## config.mk

```make
export PLATFORM = sky130hd
export DESIGN_NAME = mem_arbiter
export DESIGN_NICKNAME = d
export VERILOG_FILES = /design/src/rtl/mem_arb_pkg.sv /design/src/rtl/mem_arb_priority.sv /design/src/rtl/mem_arbiter.sv
export SDC_FILE = /design/constraint.sdc
export NUM_CORES = 1
export LEC_CHECK = 0
export ABC_AREA = 1
export CORE_MARGIN = 8
export CORE_UTILIZATION = 39
export CTS_CLUSTER_SIZE = 16
export DETAILED_ROUTE_END_ITERATION = 6
export PLACE_DENSITY = 0.79
export SLEW_MARGIN = 10
export SYNTH_ARGS = -nofsm -noshare
export SYNTH_HDL_FRONTEND = slang
export SYNTH_SLANG_ARGS = --single-unit
```

## constraint.sdc

```tcl
create_clock -name clk -period 2.1 [get_ports clk]
set_input_delay 0.63 -clock clk [delete_from_list [all_inputs] [get_ports clk]]
set_output_delay 0.63 -clock clk [all_outputs]
set_load 0.1 [all_outputs]
```

## src/rtl/mem_arb_pkg.sv

```systemverilog
// mem_arb_pkg: shared state type, parameter defaults and sizing helper for the I/D memory arbiter
package mem_arb_pkg;
    typedef enum logic [1:0] {IDLE, I_BURST, I_DRAIN, D_ACCESS} state_t;
    localparam int LINE_WORDS_DEF = 4;
    localparam int STARVE_MAX_DEF = 8;
    function automatic int beat_bits(input int words);
        return $clog2(words);
    endfunction
endpackage

```

## src/rtl/mem_arb_priority.sv

```systemverilog
// mem_arb_priority: D-first arbitration with a saturating I-side loss counter that forces an I grant
module mem_arb_priority
    import mem_arb_pkg::*;
#(
    parameter int STARVE_MAX = STARVE_MAX_DEF
) (
    input  logic clk,
    input  logic rst,
    input  logic arb,
    input  logic i_req,
    input  logic d_req,
    output logic gnt_i,
    output logic gnt_d
);
    localparam int CW = $clog2(STARVE_MAX + 1);
    logic [CW-1:0] cnt;
    logic starved;
    always_comb begin
        starved = cnt == CW'(STARVE_MAX);
        gnt_i = arb && i_req && (!d_req || starved);
        gnt_d = arb && d_req && !gnt_i;
    end
    always_ff @(posedge clk or negedge rst) begin
        if (!rst) cnt <= '0;
        else if (gnt_i) cnt <= '0;
        else if (gnt_d && i_req && !starved) cnt <= cnt + 1'b1;
    end
endmodule

```

## src/rtl/mem_arbiter.sv

```systemverilog
// mem_arbiter: shares one backing-memory port between I-cache line refills and single-word D accesses
module mem_arbiter
    import mem_arb_pkg::*;
#(
    parameter int LINE_WORDS = LINE_WORDS_DEF,
    parameter int STARVE_MAX = STARVE_MAX_DEF
) (
    input  logic        clk,
    input  logic        rst,
    input  logic        i_req,
    input  logic [31:0] i_addr,
    input  logic        i_cancel,
    output logic        i_gnt,
    output logic        i_rvalid,
    output logic [31:0] i_rdata,
    output logic        i_last,
    input  logic        d_req,
    input  logic        d_we,
    input  logic [31:0] d_addr,
    input  logic [31:0] d_wdata,
    output logic        d_gnt,
    output logic        d_done,
    output logic [31:0] d_rdata,
    output logic        m_req,
    output logic        m_we,
    output logic [31:0] m_addr,
    output logic [31:0] m_wdata,
    input  logic        m_ack,
    input  logic [31:0] m_rdata
);
    localparam int BW = beat_bits(LINE_WORDS);
    localparam logic [31:0] LINE_MASK = 32'(LINE_WORDS * 4 - 1);
    state_t state, state_nx;
    logic [BW-1:0] beat;
    logic [31:0] addr_q, wdata_q;
    logic we_q, last;

    // Arbitration is gated by reset so grants are silent the moment rst falls
    mem_arb_priority #(.STARVE_MAX(STARVE_MAX)) u_prio (
        .clk   (clk),
        .rst   (rst),
        .arb   (rst && state == IDLE),
        .i_req (i_req && !i_cancel),
        .d_req (d_req),
        .gnt_i (i_gnt),
        .gnt_d (d_gnt)
    );

    always_comb begin
        last = beat == BW'(LINE_WORDS - 1);
        m_req = state != IDLE;
        m_we = m_req && we_q;
        m_addr = addr_q;
        m_wdata = wdata_q;
        i_rvalid = state == I_BURST && m_ack;
        i_last = i_rvalid && last;
        i_rdata = state == I_BURST ? m_rdata : '0;
        d_done = state == D_ACCESS && m_ack;
        d_rdata = state == D_ACCESS ? m_rdata : '0;
        state_nx = state;
        case (state)
            IDLE:     state_nx = i_gnt ? I_BURST : d_gnt ? D_ACCESS : IDLE;
            I_BURST:  state_nx = (m_ack && (last || i_cancel)) ? IDLE : i_cancel ? I_DRAIN : I_BURST;
            I_DRAIN:  state_nx = m_ack ? IDLE : I_DRAIN;
            D_ACCESS: state_nx = m_ack ? IDLE : D_ACCESS;
        endcase
    end

    always_ff @(posedge clk or negedge rst) begin
        if (!rst) begin
            state <= IDLE;
            beat <= '0;
            addr_q <= '0;
            wdata_q <= '0;
            we_q <= 1'b0;
        end else begin
            state <= state_nx;
            if (i_gnt) begin
                addr_q <= i_addr & ~LINE_MASK;
                wdata_q <= '0;
                we_q <= 1'b0;
                beat <= '0;
            end else if (d_gnt) begin
                addr_q <= d_addr;
                wdata_q <= d_wdata;
                we_q <= d_we;
            end else if (i_rvalid && !last) begin
                addr_q <= addr_q + 32'd4;
                beat <= beat + 1'b1;
            end
        end
    end
endmodule

```

# Word-level counts from Yosys, hierarchy flattened
# Cells that the tools add are included.
dict set report word_totals {
  ff_bits 73
}
dict set report op_classes {
  n_reduce_logical 28
  n_eq_ne 6
  mux 21
  add_sub_neg 3
}
# cell count
set ops {}
lappend ops {{$mux W32} 7}
lappend ops {{$add A32 B3 Y32 const B} 1}
lappend ops {{$mux W2} 9}
lappend ops {{$logic_and A1 B1 Y1} 14}
lappend ops {{$mux W4} 2}
lappend ops {{$pmux W2 S4} 1}
lappend ops {{$reduce_bool A2 Y1} 4}
lappend ops {{$eq A2 B2 Y1 const B} 3}
lappend ops {{$logic_not A1 Y1} 5}
lappend ops {{$add A4 B1 Y4 const B} 1}
lappend ops {{$eq A4 B4 Y1 const B} 1}
lappend ops {{$reduce_bool A3 Y1} 1}
lappend ops {{$add A2 B1 Y2 const B} 1}
lappend ops {{$eq A2 B1 Y1 const B} 1}
lappend ops {{$logic_not A2 Y1} 1}
lappend ops {{$logic_or A1 B1 Y1} 2}
lappend ops {{$mux W1} 2}
lappend ops {{$ne A2 B2 Y1 const B} 1}
lappend ops {{$reduce_and A2 Y1} 1}

# Longest topological paths before layout
dict set report depth {
  ltp_word 10
  depth_mapped 12
}

# Cells and area by module
# From an unflattened synthesis, not the netlist that was laid out.
dict set report unflattened {
  hier_cells 754
  hier_area_um2 4860.9
}
# module area_per_inst_um2 n_inst cells_each
set modules_own_cells {}
lappend modules_own_cells {mem_arbiter 4591.9 1 720}
lappend modules_own_cells {mem_arb_priority 269.0 1 34}

# Least setup slack after synthesis
# OpenSTA, ideal clock, no wires.
dict set report synth_path {
  path_type {reg-to-output}
  startpoint {register state[1]}
  endpoint {output port i_rdata[10]}
  stages_incl_launch_ff 5
  setup_slack_ns -0.632
  path_buffers 1
  arrival_time_ns 2.102
  path_cell_list {dfrtp_1 -> inv_1 -> nand2_1 -> clkbuf_1 -> nor2_1}
}
dict set report synth_between {
  elab_chain_len 2
}
# element line_no
set synth_lines {}
lappend synth_lines {{start, declared} mem_arbiter.sv:33} ;# state_t state, state_nx;
lappend synth_lines {{start signal, assigned} mem_arbiter.sv:77} ;# state <= state_nx;
lappend synth_lines {{$eq A2 B1 Y1} mem_arbiter.sv:57} ;# i_rdata = state == I_BURST ? m_rdata : '0;
lappend synth_lines {{$mux W32} mem_arbiter.sv:57}
lappend synth_lines {{end, declared} mem_arbiter.sv:15} ;# output logic [31:0] i_rdata,
# No other way between the ends.

# Final worst setup path
dict set report layout_path {
  startpoint {register state[1]}
  endpoint {output port i_rdata[17]}
}
# Same word-level chain as after synthesis.

==> summary.md <==
| Metric | Value |
|---|---|
| Status | complete, but fails checks |
| Failing checks | design-rule violations, negative setup slack |
| Multiplexer area fraction after synthesis | 0% |
| Clk Tree Root Cell | clkbuf_16 |
| R2R setup slack | 170 ps |
| Req. time, crit path | 1470 ps |
| Horiz. Die Dim | 126 um |
| Power Dens Cells | 1750 nW/um^2 |
| Maximum vdd drop | 0.00149 V |
| Clock Path Buffers | 2 |
| Slowest CP cell | dfrtp_2 |
| CP max FO | 7 |
| Layout cell share with drive strength beyond 1 | 32.0% |
| Syn nets | 841 |
| Cells after DPL | 1117 |
| Number of global-route vias before repair | 6190 |
| TritonRoute pass-1 iters | 7 |
| Highest clock rate | 0.445 GHz |
| I/O pins | 270 |
| Fin. Hold Viols | 0 |
| Seq/Total Area, Yosys | 38.6% |
| DRC Markers | 1 |
| Synth warnings | 0 |
| Drt total wl | 22100 um |
| Placed Area | 9550 um^2 |
| Hold-fix buffers, CTS | 0 |
| Number of synthesized register bits | 73 |
| Hold Crit Class | input port to asynchronous set/reset pin |
| Vias/cell | 5.19 |
| Largest family of logic cells by synthesized area | simple AND/OR/NAND/NOR gates |
| Core Region | 11900 um^2 |
| Port bufs | 265 |
| Clk Latency, worst-skew pair | 340 ps |
| Commonest cells after routing, fill and taps aside | nand2_1, buf_12, clkdlybuf4s50_1, nor2_1, inv_1 |
| Clock slew at reported path FFs | 60 ps |
| Final Cell Area | 10200 um^2 |
| Arr. time, crit path | 1620 ps |
| Clk sinks | 73 |
| WL/cell | 19.3 um |
| Synth Area in Compound Gates | 13.7% |
| Nets | 1135 |
| Tcrit/Tclk final | 107% |
| Max H-tree Level | 3 |
| Crit path capture type | output port |
| Final WS setup | -146 ps |
| GR Overflow Total | 0 |
| P&R area growth vs syn | 115% |
| Initial antenna violation count | 0 |
| Post-synth ARST share | 100% |
| Endpoints failing setup | 66 |
| Die H | 126 um |
| Syn_area_per_cell | 6.74 um^2 |
| Post-Route Skew | 5.76 ps |
| Cells after Synth | 702 |
| Crit path time final | 2250 ps |
| CTS tree | built |
| Setup TNS | -4070 ps |
| Cell Chain, Critical Path | inv_4, nand2_4, clkbuf_16, nor2_4, buf_12 |
| ANT cells | 0 |
| Pins Over Slew Limit | 0 |
| Post-synth EDFFs | 0 |
| Xor/xnor share of the synthesized area | 0.556% |
| DP Worst Slack | -372 ps |
| Worst setup SP type | flop |
| DRT iter0 DRCs | 507 |
| RSZ-0062 raised after global routing | true |
| Routed vias | 5956 |
| Largest net degree at the start of global routing | 47 |
| Post-Synth Adder-Cell Area | 1.06% |
| Commonest non-fill, non-tap cell in the layout | nand2_1 |
| Initial Util | 39.7% |
| Rows | 40 |
| Synth Flop Type | dfrtp_1 |
| Critical path class | flop to output port |
| All-Layer GR Usage | 26.5% |
| Die area | 15900 um^2 |
| Routed Antenna Nets | 0 |
| Post-Syn Area | 4730 um^2 |
| HPWL Detailed | 16500 um |
| Static Leakage | 4.64 nW |
| Simple-gate portion of the synthesized area | 34.1% |
| Worst hold margin | 395 ps |
| Slew HR | 60.7% |
| Crit-path max cell delay | 490 ps |
| Non-filler instance count after layout | 1148 |
| Global-route wire length before repair | 33300 um |
| Netlist cell types | 38 |
| Slew @ Worst Pin | 589 ps |
| Num CTS Buffers | 9 |
| RePlAce Congestion | 0.929 |
| Max-cap violations | 0 |
## routing by layer
metal | vias up | part of all wire (%) | global-route usage [%]
met3 | 72 | 6.7 | 6.58
met1 | 2815 | 36 | 28.0
met2 | 276 | 53 | 48.5
met5 | - | 0 | 0
met4 | 0 | 4.6 | 12.0
li1 | 2793 | - | -
## synthesized netlist by cell type (all sizes together), types with 2 or more instances
cell type  instances  area (um^2)
nand2            182          701
nor3               2         10.0
o211ai             4         30.0
buf               21          140
xnor2              2         17.5
dfrtp             73         1830
clkinv             2         8.75
o21ai             29          145
a31oi              2         12.5
clkbuf             7         26.3
nand4              3         18.8
inv              104          390
nand3             46          235
a21oi             23          115
ha                 4         50.1
a22o              34          298
a22oi              2         15.0
nand3b             3         22.5
nor2             152          614
## worst paths after layout
kind                                           to  depth (start not counted)             startpoint
setup / recovery                      i_rdata[17]                          5     state[1]$_DFF_PN0_
hold / removal             m_addr[14]$_DFFE_PN0P_                          2                    rst
setup reg to reg           m_addr[12]$_DFFE_PN0P_                         10  m_addr[3]$_DFFE_PN0P_
hold reg to reg               beat[0]$_DFFE_PN0P_                          1    beat[0]$_DFFE_PN0P_
max in group asynchronous   m_addr[2]$_DFFE_PN0P_                          3                    rst
min in group clk              beat[0]$_DFFE_PN0P_                          1    beat[0]$_DFFE_PN0P_
## metrics by stage
step	utilization [%]	total power [mW]
6_report	85.2	17.8
5_1_grt	85.2	18.4
4_1_cts	84.0	17.6
3_5_place_dp	80.2	15.8
3_3_place_gp	80.2	15.6
2_1_floorplan	-	10.7
## area by class of cell
class / count / area [um^2]
Multi-Input combinational cell: 496 / 2890
Clock inverter: 6 / 50.0
Inverter: 106 / 404
Timing Repair Buffer: 310 / 4560
Sequential cell: 73 / 1830
Tap cell: 147 / 184
Clock buffer: 10 / 239
Fill cell: 664 / 1760
## where the power goes
group          internal [mW]  switching (mW)
registers               2.03           0.967
clock network          0.844           0.633
logic                   4.73            8.60
total                   7.60            10.2
## cells by family after synthesis
logic type,after synthesis
xor+xnor,3
simple gates,390
flops,73
compound gates,98
fa+ha+maj,4
buf+inv,134
## worst max-delay path, delay by kind of cell (launching register included)
family	cells	cell delay [ps]
buffers and inverters	3	520
AND/OR/NAND/NOR	2	250
flip-flops	1	490
## state kept, by name (all words and copies together), names as in the netlist
register    cells
beat            2
m_addr         32
m_wdata        32
state           2
u_prio.cnt      4
we_q            1
## timing repair
item                       in CTS  in global routing
setup endpoints to repair      75                 71
cloned                          3                  3
pin swaps                      26                 23
buffers inserted                7                  3
resized for setup              57                 17
(Power assumes the default switching activity.)
